===== src/rtl/bram_to_axis_mover_pkg.sv =====
// Shared definitions for the BRAM <-> AXI4-Stream mover paths.
package bram_to_axis_mover_pkg;

    typedef enum logic [1:0] {
        S_IDLE = 2'd0,
        S_RUN  = 2'd1,
        S_DONE = 2'd2
    } state_t;

    localparam int unsigned FIFO_DEPTH_DEFAULT = 2;

endpackage


===== src/rtl/bram_to_axis_mover_skid_fifo.sv =====
// axis_skid_fifo: small synchronous FIFO holding read data ahead of the stream port.
module axis_skid_fifo #(
    parameter int unsigned DWIDTH = 32,
    parameter int unsigned DEPTH  = 2,
    localparam int unsigned PW    = (DEPTH > 1) ? $clog2(DEPTH) : 1,
    localparam int unsigned OW    = $clog2(DEPTH + 1)
) (
    input  logic              clk,
    input  logic              reset_n,
    input  logic              flush,
    input  logic              push,
    input  logic [DWIDTH-1:0] push_data,
    input  logic              pop,
    output logic [DWIDTH-1:0] head,
    output logic [OW-1:0]     occ
);

    logic [DWIDTH-1:0] slots [DEPTH];
    logic [PW-1:0]     rd_ptr;
    logic [PW-1:0]     wr_ptr;

    always_ff @(posedge clk or negedge reset_n) begin
        if (!reset_n) begin
            rd_ptr <= '0;
            wr_ptr <= '0;
            occ    <= '0;
            for (int unsigned i = 0; i < DEPTH; i++) begin
                slots[i] <= '0;
            end
        end else if (flush) begin
            rd_ptr <= '0;
            wr_ptr <= '0;
            occ    <= '0;
        end else begin
            if (push) begin
                slots[wr_ptr] <= push_data;
                wr_ptr        <= wr_ptr + PW'(1);
            end
            if (pop) begin
                rd_ptr <= rd_ptr + PW'(1);
            end
            occ <= occ + OW'(push) - OW'(pop);
        end
    end

    assign head = slots[rd_ptr];

endmodule


===== src/rtl/bram_to_axis_mover.sv =====
// Streams words 0..num_cnt-1 of a single-port BRAM out as an AXI4-Stream master.
module bram_to_axis_mover
    import bram_to_axis_mover_pkg::*;
#(
    parameter int unsigned DWIDTH     = 32,
    parameter int unsigned AWIDTH     = 12,
    parameter int unsigned MEM_SIZE   = 4096,
    parameter int unsigned FIFO_DEPTH = FIFO_DEPTH_DEFAULT
) (
    input  logic              clk,
    input  logic              reset_n,
    input  logic              i_run,
    // one extra bit so that a full-memory run (MEM_SIZE words) is expressible
    input  logic [AWIDTH:0]   i_num_cnt,
    output logic              o_idle,
    output logic              o_run,
    output logic              o_done,
    output logic [AWIDTH-1:0] addr_b0,
    output logic              ce_b0,
    output logic              we_b0,
    output logic [DWIDTH-1:0] d_b0,
    input  logic [DWIDTH-1:0] q_b0,
    output logic [DWIDTH-1:0] m_axis_tdata,
    output logic              m_axis_tvalid,
    input  logic              m_axis_tready,
    output logic              m_axis_tlast
);

    localparam int unsigned     OW      = $clog2(FIFO_DEPTH + 1);
    localparam logic [AWIDTH:0] CNT_ONE = (AWIDTH + 1)'(1);
    localparam logic [AWIDTH:0] MAX_CNT = (AWIDTH + 1)'(MEM_SIZE);

    state_t            state, state_nx;
    logic [AWIDTH:0]   num_cnt;
    logic [AWIDTH:0]   rd_cnt;
    logic [AWIDTH:0]   tx_cnt;
    logic              inflight;
    logic              pop;
    logic              last_beat;
    logic [OW:0]       outstanding;
    logic              fifo_push;
    logic              fifo_pop;
    logic [DWIDTH-1:0] fifo_head;
    logic [OW-1:0]     fifo_occ;

    always_ff @(posedge clk or negedge reset_n) begin
        if (!reset_n) begin
            state <= S_IDLE;
        end else begin
            state <= state_nx;
        end
    end

    always_comb begin
        state_nx    = state;
        ce_b0       = 1'b0;
        outstanding = (OW + 1)'(fifo_occ) + (OW + 1)'(inflight) - (OW + 1)'(pop);
        case (state)
            S_IDLE: begin
                if (i_run) begin
                    state_nx = S_RUN;
                end
            end
            S_RUN: begin
                ce_b0 = (rd_cnt < num_cnt) && (outstanding < (OW + 1)'(FIFO_DEPTH));
                if ((num_cnt == '0) || (pop && last_beat)) begin
                    state_nx = S_DONE;
                end
            end
            S_DONE: begin
                state_nx = S_IDLE;
            end
            default: begin
                state_nx = S_IDLE;
            end
        endcase
    end

    always_ff @(posedge clk or negedge reset_n) begin
        if (!reset_n) begin
            num_cnt  <= '0;
            rd_cnt   <= '0;
            tx_cnt   <= '0;
            inflight <= 1'b0;
        end else begin
            inflight <= ce_b0;
            case (state)
                S_IDLE: begin
                    if (i_run) begin
                        num_cnt <= i_num_cnt;
                    end
                end
                S_RUN: begin
                    if (ce_b0) begin
                        rd_cnt <= rd_cnt + CNT_ONE;
                    end
                    if (pop) begin
                        tx_cnt <= tx_cnt + CNT_ONE;
                    end
                end
                default: begin
                    rd_cnt <= '0;
                    tx_cnt <= '0;
                end
            endcase
        end
    end

    // A word returning from BRAM is offered straight away when the FIFO is
    // empty; it is only stored if that same cycle does not consume it.
    assign m_axis_tvalid = (fifo_occ != '0) || inflight;
    assign m_axis_tdata  = (fifo_occ != '0) ? fifo_head :
                           (inflight ? q_b0 : '0);
    assign pop           = m_axis_tvalid && m_axis_tready;
    assign fifo_pop      = pop && (fifo_occ != '0);
    assign fifo_push     = inflight && !(pop && (fifo_occ == '0));
    assign last_beat     = (tx_cnt == (num_cnt - CNT_ONE));
    assign m_axis_tlast  = m_axis_tvalid && last_beat;

    axis_skid_fifo #(
        .DWIDTH (DWIDTH),
        .DEPTH  (FIFO_DEPTH)
    ) u_fifo (
        .clk       (clk),
        .reset_n   (reset_n),
        .flush     (state == S_DONE),
        .push      (fifo_push),
        .push_data (q_b0),
        .pop       (fifo_pop),
        .head      (fifo_head),
        .occ       (fifo_occ)
    );

    assign addr_b0 = rd_cnt[AWIDTH-1:0];
    assign we_b0   = 1'b0;
    assign d_b0    = '0;
    assign o_idle  = (state == S_IDLE);
    assign o_run   = (state == S_RUN);
    assign o_done  = (state == S_DONE);

    assert property (@(posedge clk) disable iff (!reset_n)
        ((state == S_IDLE) && i_run) |-> (i_num_cnt <= MAX_CNT));

endmodule


===== config.mk =====
export PLATFORM = sky130hd
export DESIGN_NAME = bram_to_axis_mover
export DESIGN_NICKNAME = d
export VERILOG_FILES = /design/src/rtl/bram_to_axis_mover_pkg.sv /design/src/rtl/bram_to_axis_mover_skid_fifo.sv /design/src/rtl/bram_to_axis_mover.sv
export SDC_FILE = /design/constraint.sdc
export NUM_CORES = 1
export LEC_CHECK = 0
export BUFFER_PORTS_ARGS = -buffer_cell sky130_fd_sc_hd__buf_4
export CORE_UTILIZATION = 35
export CTS_CLUSTER_SIZE = 24
export DETAILED_ROUTE_END_ITERATION = 7
export GPL_ROUTABILITY_DRIVEN = 0
export PLACE_DENSITY = 0.52
export SETUP_SLACK_MARGIN = 0.3
export SYNTH_ARGS = -nofsm -noshare
export SYNTH_HDL_FRONTEND = slang
export SYNTH_SLANG_ARGS = --single-unit

===== constraint.sdc =====
create_clock -name clk -period 4.26 [get_ports clk]
set_clock_uncertainty 0.1 [all_clocks]
set_input_delay 0.639 -clock clk [delete_from_list [all_inputs] [get_ports clk]]
set_output_delay 0.639 -clock clk [all_outputs]
set_load 0.02 [all_outputs]

==> results of run 1 <==
-- worst register-to-register path: stages, from the launching register on --
cell      delay (ns)
dfrtp_2         0.41
or3_4           0.39
and2_4          0.16
ha_4            0.21
nor2b_4         0.11
fa_2            0.46
nor4b_4         0.35
o211ai_1        0.17
a21o_1          0.20
buf_4           0.20
or4_1           0.51
a21oi_1         0.15
-- placed cells by master, fill, tap and decap left out, types with 2 or more instances in the layout --
cell and instances:
nand2_1 30, or3_1 11, buf_4 110, and3_1 5
dfrtp_1 108, nand3_1 44, nor2_1 29, nand4_1 7
ha_1 17, a211oi_1 2, nor3_2 2, nor3_1 5
o2111ai_1 2, o31ai_1 2, nor4_1 3, dfrtp_2 2
a21o_1 2, nor2b_1 6, clkbuf_16 9, or4_1 2
xnor2_1 10, inv_1 23, mux2_2 65, o211ai_1 3
a41oi_1 2, mux2i_1 34, conb_1 33, xor2_1 20
o21ai_0 57, a21oi_1 17, and2_1 3
-- kinds of logic (layout without fill, tap and decap cells) --
| kind of cell | Yosys count | after routing |
|---|---|---|
| multiplexers | 99 | 99 |
| adder cells (fa/ha/maj) | 19 | 19 |
| AND/OR/NAND/NOR | 161 | 161 |
| AO/OA/AOI/OAI | 100 | 100 |
| buffers and inverters | 103 | 150 |
| XOR/XNOR | 32 | 32 |
| other | 1 | 33 |
| flip-flops | 110 | 110 |
-- how the worst min path moves through the flow --
stage	start	end	slack [ns]
2_1_floorplan	reset_n	inflight	0.24
3_3_place_gp	u_fifo.slots[2]	u_fifo.slots[2]	0.39
3_5_place_dp	u_fifo.slots[19]	u_fifo.slots[19]	0.39
4_1_cts	reset_n	num_cnt[0]	0.13
5_1_grt	reset_n	rd_cnt[5]	0.17
6_report	reset_n	rd_cnt[8]	0.12
-- metrics by stage --
stage               total power [mW]  std cells  hold slack, ns  utilization, %  instance area, um2
global route                   6.207        929          0.1654           42.65                7455
detailed placement             4.873        910          0.3932           40.54                7086
finish                         5.757        929          0.1249           42.65                7455
global placement               4.795        910          0.3862           40.54                7086
CTS                            5.755        928          0.1324           42.35                7401
floorplan                      3.895        657          0.2434               -                6456
-- metal layers --
layer | global-route usage, % | up-vias | share of wire, %
li1 | - | 2273 | -
met1 | 22.63 | 2376 | 46
met2 | 27.81 | 107 | 49
met3 | 2.185 | 14 | 3.6
met4 | 6.914 | 0 | 1.7
met5 | 0 | - | 0
-- synthesized netlist by cell type (4+ instances only) --
master | count | area (um2)
a21oi_1 | 17 | 85.08
and2_1 | 4 | 25.02
and3_1 | 5 | 31.28
buf_1 | 9 | 33.78
buf_4 | 46 | 345.3
clkbuf_1 | 22 | 82.58
dfrtp_1 | 110 | 2753
ha_1 | 18 | 225.2
inv_1 | 23 | 86.33
mux2_2 | 65 | 732.0
mux2i_1 | 34 | 340.3
nand2_1 | 30 | 112.6
nand3_1 | 44 | 220.2
nand4_1 | 7 | 43.79
nor2_1 | 31 | 116.4
nor2b_1 | 7 | 43.79
nor3_1 | 7 | 35.03
o21ai_0 | 57 | 285.3
or3_1 | 12 | 75.07
xnor2_1 | 11 | 96.34
xor2_1 | 20 | 175.2
-- state kept, by name, indices dropped and copies added, names as in the netlist --
name and cells:
state 2, tx_cnt 13, num_cnt 13, inflight 1
u_fifo.rd_ptr 1, u_fifo.wr_ptr 1, u_fifo.slots 64, rd_cnt 13
u_fifo.occ 2
-- power by group --
part           internal [mW]  total (mW)  switching, mW
Sequential              1.50        1.95          0.449
Clock                  0.420       0.816          0.396
Combinational           1.41        3.00           1.59
-- final cells by class --
class / instances / area [um2] / area share [%]
clock buffers: 11 / 242.7 / 3.256
clock inverters: 5 / 41.29 / 0.5539
inverters: 23 / 86.33 / 1.158
multi-input cells: 444 / 3211 / 43.07
flip-flops and latches: 110 / 2755 / 36.96
well taps: 225 / 281.5 / 3.776
repair buffers: 111 / 837.1 / 11.23
-- what timing repair did --
action | 4_1_cts | 5_1_grt
setup endpoints to repair | 1 | 2
pin swaps | 1 | 7
resized for setup | 3 | 9
hold buffers | 0 | 0
setup buffers | 2 | 1
==> flow_summary.toml, run 1 <==
[sta]
final_hold_viol_count = 0
timing.final.ws_setup_ns = 0.4183
rsz0062_at_grt = "true"
fin_setup_tns_ns = 0
fin_crit_ns = 3.842
drv_slew = 0
max_clock_freq_mhz = 260.3
setup_viol = 0
finalCritPeriodShare_pct = 90.18
slew_headroom_pct = 26.65
tightestPinTransition_ns = 1.100

[cts]
cts_tree = "built"
clock_latency_ns = 0.36
clock-root-buffer = "clkbuf_16"
htree_levels = 3
clock_path_buffers = 2
cts_sinks = 110
cts_buffers = 9
clkSlewWorstSetupHoldPaths_ns = 0.07

[die]
die_w_um = 136.5
ioPinCount = 132
die_area_um2 = 18640
core_um2 = 17480
initial_core_util_pct = 36.24
die_y_um = 136.5
rows = 48

[layout]
drive_above_1_share_pct = 29.55
num-fill-cells = 1707
diodes = 0
final_nets = 767
synthToLayoutAreaGrowth_pct = 17.70

[worst_setup_path]
path_cells = "or3_4 -> and2_4 -> ha_4 -> nor2b_4 -> fa_2 -> nor4b_4 -> o211ai_1 -> a21o_1 -> nor2_2 -> buf_6"
crit_path_top_delay_cell = "fa_2"
path_buf_inv = 1
startpoint = "u_fifo.occ[1]"
worst-path-stages = 10
critPathCaptureType = "output pin"
arrival_ns = 3.10
r2r_start = "u_fifo.occ[1]"
reg2reg_to = "rd_cnt[5]"
worstSetupPathType = "flip-flop to output pin"
reg2reg_depth = 11
critPathCapture = "ce_b0"
critPathMaxStageDelay_ns = 0.46
cp_max_fo = 3
cp_top_family = "simple AND/OR/NAND/NOR gates"
start_kind = "flip-flop"
r2r_slack_ns = 0.75
crit_required_ns = 3.52

[synth]
synth-seq-cells = 110
syn_area_um2 = 6334
ys_seq_area_share_pct = 43.46
synth_xor_area_share_pct = 4.642
dominantRegCellSynth = "dfrtp_1"
synth_compound_area_share_pct = 9.265
synth_adder_area_share_pct = 3.872
synthSimpleGateAreaFrac_pct = 12.88
synth-async-reset-ratio_pct = 100.0
yosysUniqueCellTypes = 54
synth_edf_count = 0
yosys_warnings = 0
synth_top_family_by_area = "multiplexers"
syn_inst = 625
syn_avg_cell_area_um2 = 10.13
muxShareOfSynthArea_pct = 16.93

[placement]
hpwl_um = 10200
numPortBuffers = 98
place_ws_ns = 0.3682

[run_status]
outcome = "finished clean"

[drt]
drtIter0Drc = 173
wl_um = 14960
ant_nets = 0
via_count = 4770
drc_errors = 0
wl_per_cell_um = 16.11
via_per_inst = 5.135
dr.pass1.iters = 4

[grt]
overflow = 0
grt_antenna_before_repair = 0
grt_usage_pct = 16.98
grt_pass1_wl_um = 24320
grt_start_max_net_pins = 67
grt_pass1_vias = 4712

[run]
max-cap-violations = 0

[power_and_ir_drop]
p_per_area_nw_per_um2 = 772.3
power_leakage_nw = 3.390
irDropWorstVdd_mv = 0.3736

[hold_path]
hold_path.class = "primary input to async pin"
(Power assumes the default switching activity.)
==> run 2: changes to the inputs <==
--- a/config.mk
+++ b/config.mk
@@ -6,11 +6,11 @@
 export NUM_CORES = 1
 export LEC_CHECK = 0
 export BUFFER_PORTS_ARGS = -buffer_cell sky130_fd_sc_hd__buf_4
-export CORE_UTILIZATION = 35
+export CORE_UTILIZATION = 55
 export CTS_CLUSTER_SIZE = 24
 export DETAILED_ROUTE_END_ITERATION = 7
 export GPL_ROUTABILITY_DRIVEN = 0
-export PLACE_DENSITY = 0.52
+export PLACE_DENSITY = 0.77
 export SETUP_SLACK_MARGIN = 0.3
 export SYNTH_ARGS = -nofsm -noshare
 export SYNTH_HDL_FRONTEND = slang
==> run 2 against run 1 <==
Net effect: first-iteration DRC count up 26%; via count up 2.3%; sequential share of layout area up 0.55 points; die area down 36%; clock-buffer cell count down 2; cell area down 1.5%; register-to-register slack about the same; sequential power about the same; critical endpoint unchanged; highest routed layer unchanged.
==> flow_summary.toml, run 2 (synthesized netlist as in run 1, its figures left out) <==
[layout]
final_util_pct = 66.59
synthToLayoutAreaGrowth_pct = 15.98
largest_reg_flops = 64
num-fill-cells = 882
layout_commonest_cell = "buf_4"
diodes = 0
final_area_um2 = 7346
final_cell_mix = "buf_4 (110), dfrtp_1 (108), mux2_2 (65), o21ai_0 (57), nand3_1 (44)"
seq_area_um2 = 2755
drive_above_1_share_pct = 29.55
regMostFlops = "u_fifo.slots"
final_nets = 767
multi_input_area_um2 = 3198

[die]
die_y_um = 109.3
die_w_um = 109.3
initial_core_util_pct = 57.42
die_area_um2 = 11950
rows = 38
ioPinCount = 132
core_um2 = 11030

[drt]
ant_nets = 0
drtIter0Drc = 218
wl_per_cell_um = 16.78
drc_errors = 0
via_per_inst = 5.781
wl_um = 14160
via_count = 4879
dr.pass1.iters = 4

[power_and_ir_drop]
power_leakage_nw = 3.381
total_power_mw = 5.771
p_per_area_nw_per_um2 = 785.6
irDropWorstVdd_mv = 0.5110

[sta]
fin_crit_ns = 3.834
timing.final.ws_setup_ns = 0.4260
tightestPinTransition_ns = 1.041
finalCritPeriodShare_pct = 90.00
max_clock_freq_mhz = 260.8
drv_slew = 0
fin_setup_tns_ns = 0
slew_headroom_pct = 30.62
rsz0062_at_grt = "false"
final_hold_viol_count = 0
setup_viol = 0

[grt]
grt_start_max_net_pins = 71
grt_pass1_vias = 4691
grt_pass1_wl_um = 22730
grt_antenna_before_repair = 0
grt_usage_pct = 24.51
overflow = 0

[worst_setup_path]
crit_required_ns = 3.52
start_kind = "flip-flop"
cp_max_fo = 3
arrival_ns = 3.10
critPathCaptureType = "output pin"
worstSetupPathType = "flip-flop to output pin"
critPathMaxStageDelay_ns = 0.50
path_cells = "or3_4 -> and2_4 -> ha_4 -> nor2b_2 -> fa_1 -> nor4b_4 -> o211ai_1 -> a21o_1 -> nor2_2 -> buf_6"
cp_top_family = "simple AND/OR/NAND/NOR gates"
crit_path_top_delay_cell = "fa_1"
path_buf_inv = 1

[run_status]
outcome = "finished clean"

[cts]
ctsHoldBuffers = 0
cts_tree = "built"
clock_latency_ns = 0.34
cts_sinks = 110
clkSlewWorstSetupHoldPaths_ns = 0.07
cts_buffers = 9
htree_levels = 3
clock-root-buffer = "clkbuf_16"
clock_path_buffers = 2

[run]
max-cap-violations = 0

[placement]
place_ws_ns = 0.4300
placed_cell_area_um2 = 6972
numPortBuffers = 98
hpwl_um = 9636

[hold_path]
hold_path.class = "primary input to async pin"
run 2: per-stage QoR:
stage	instances	hold slack, ns
final	844	0.3185
after global routing	844	0.3886
after CTS	843	0.3514
after detailed placement	824	0.3934
after global placement	824	0.3860
after floorplan	657	0.2434
run 2: per-layer routing:
metal	vias to the layer above	GRT usage, %	wire [um]
met2	168	40.84	7055
met3	23	4.149	822
met4	0	8.762	240
met5	-	0	0
met1	2412	32.33	6043
li1	2276	-	-
run 2: cell type report:
cell class / instances / share of cell area, %
multi-input combinational: 444 / 43.54
sequential: 110 / 37.51
timing repair buffer: 111 / 11.39
clock buffer: 9 / 3.066
tap: 140 / 2.385
inverter: 23 / 1.175
clock inverter: 7 / 0.9368
run 2: final timing paths:
path                                   from               end  slack [ns]  cells past startpoint
setup / recovery              u_fifo.occ[1]             ce_b0        0.43                     10
hold / removal                      reset_n         rd_cnt[4]        0.32                      1
setup reg to reg              u_fifo.occ[1]         rd_cnt[5]        0.74                     11
hold reg to reg            u_fifo.slots[27]  u_fifo.slots[27]        0.41                      1
max in group asynchronous           reset_n  u_fifo.slots[49]        2.91                      2
min in group clk               i_num_cnt[5]        num_cnt[5]        0.39                      3
run 2: report_power, final:
group	internal, mW	switching [mW]	leakage [nW]
registers	1.50	0.448	1.34
clock network	0.410	0.408	0.137
logic	1.41	1.59	1.90
run 2: what timing repair did:
action                     CTS  global route
resized for setup            3             7
setup endpoints to repair    1             2
buffers inserted             3             1
pin swaps                    1             5
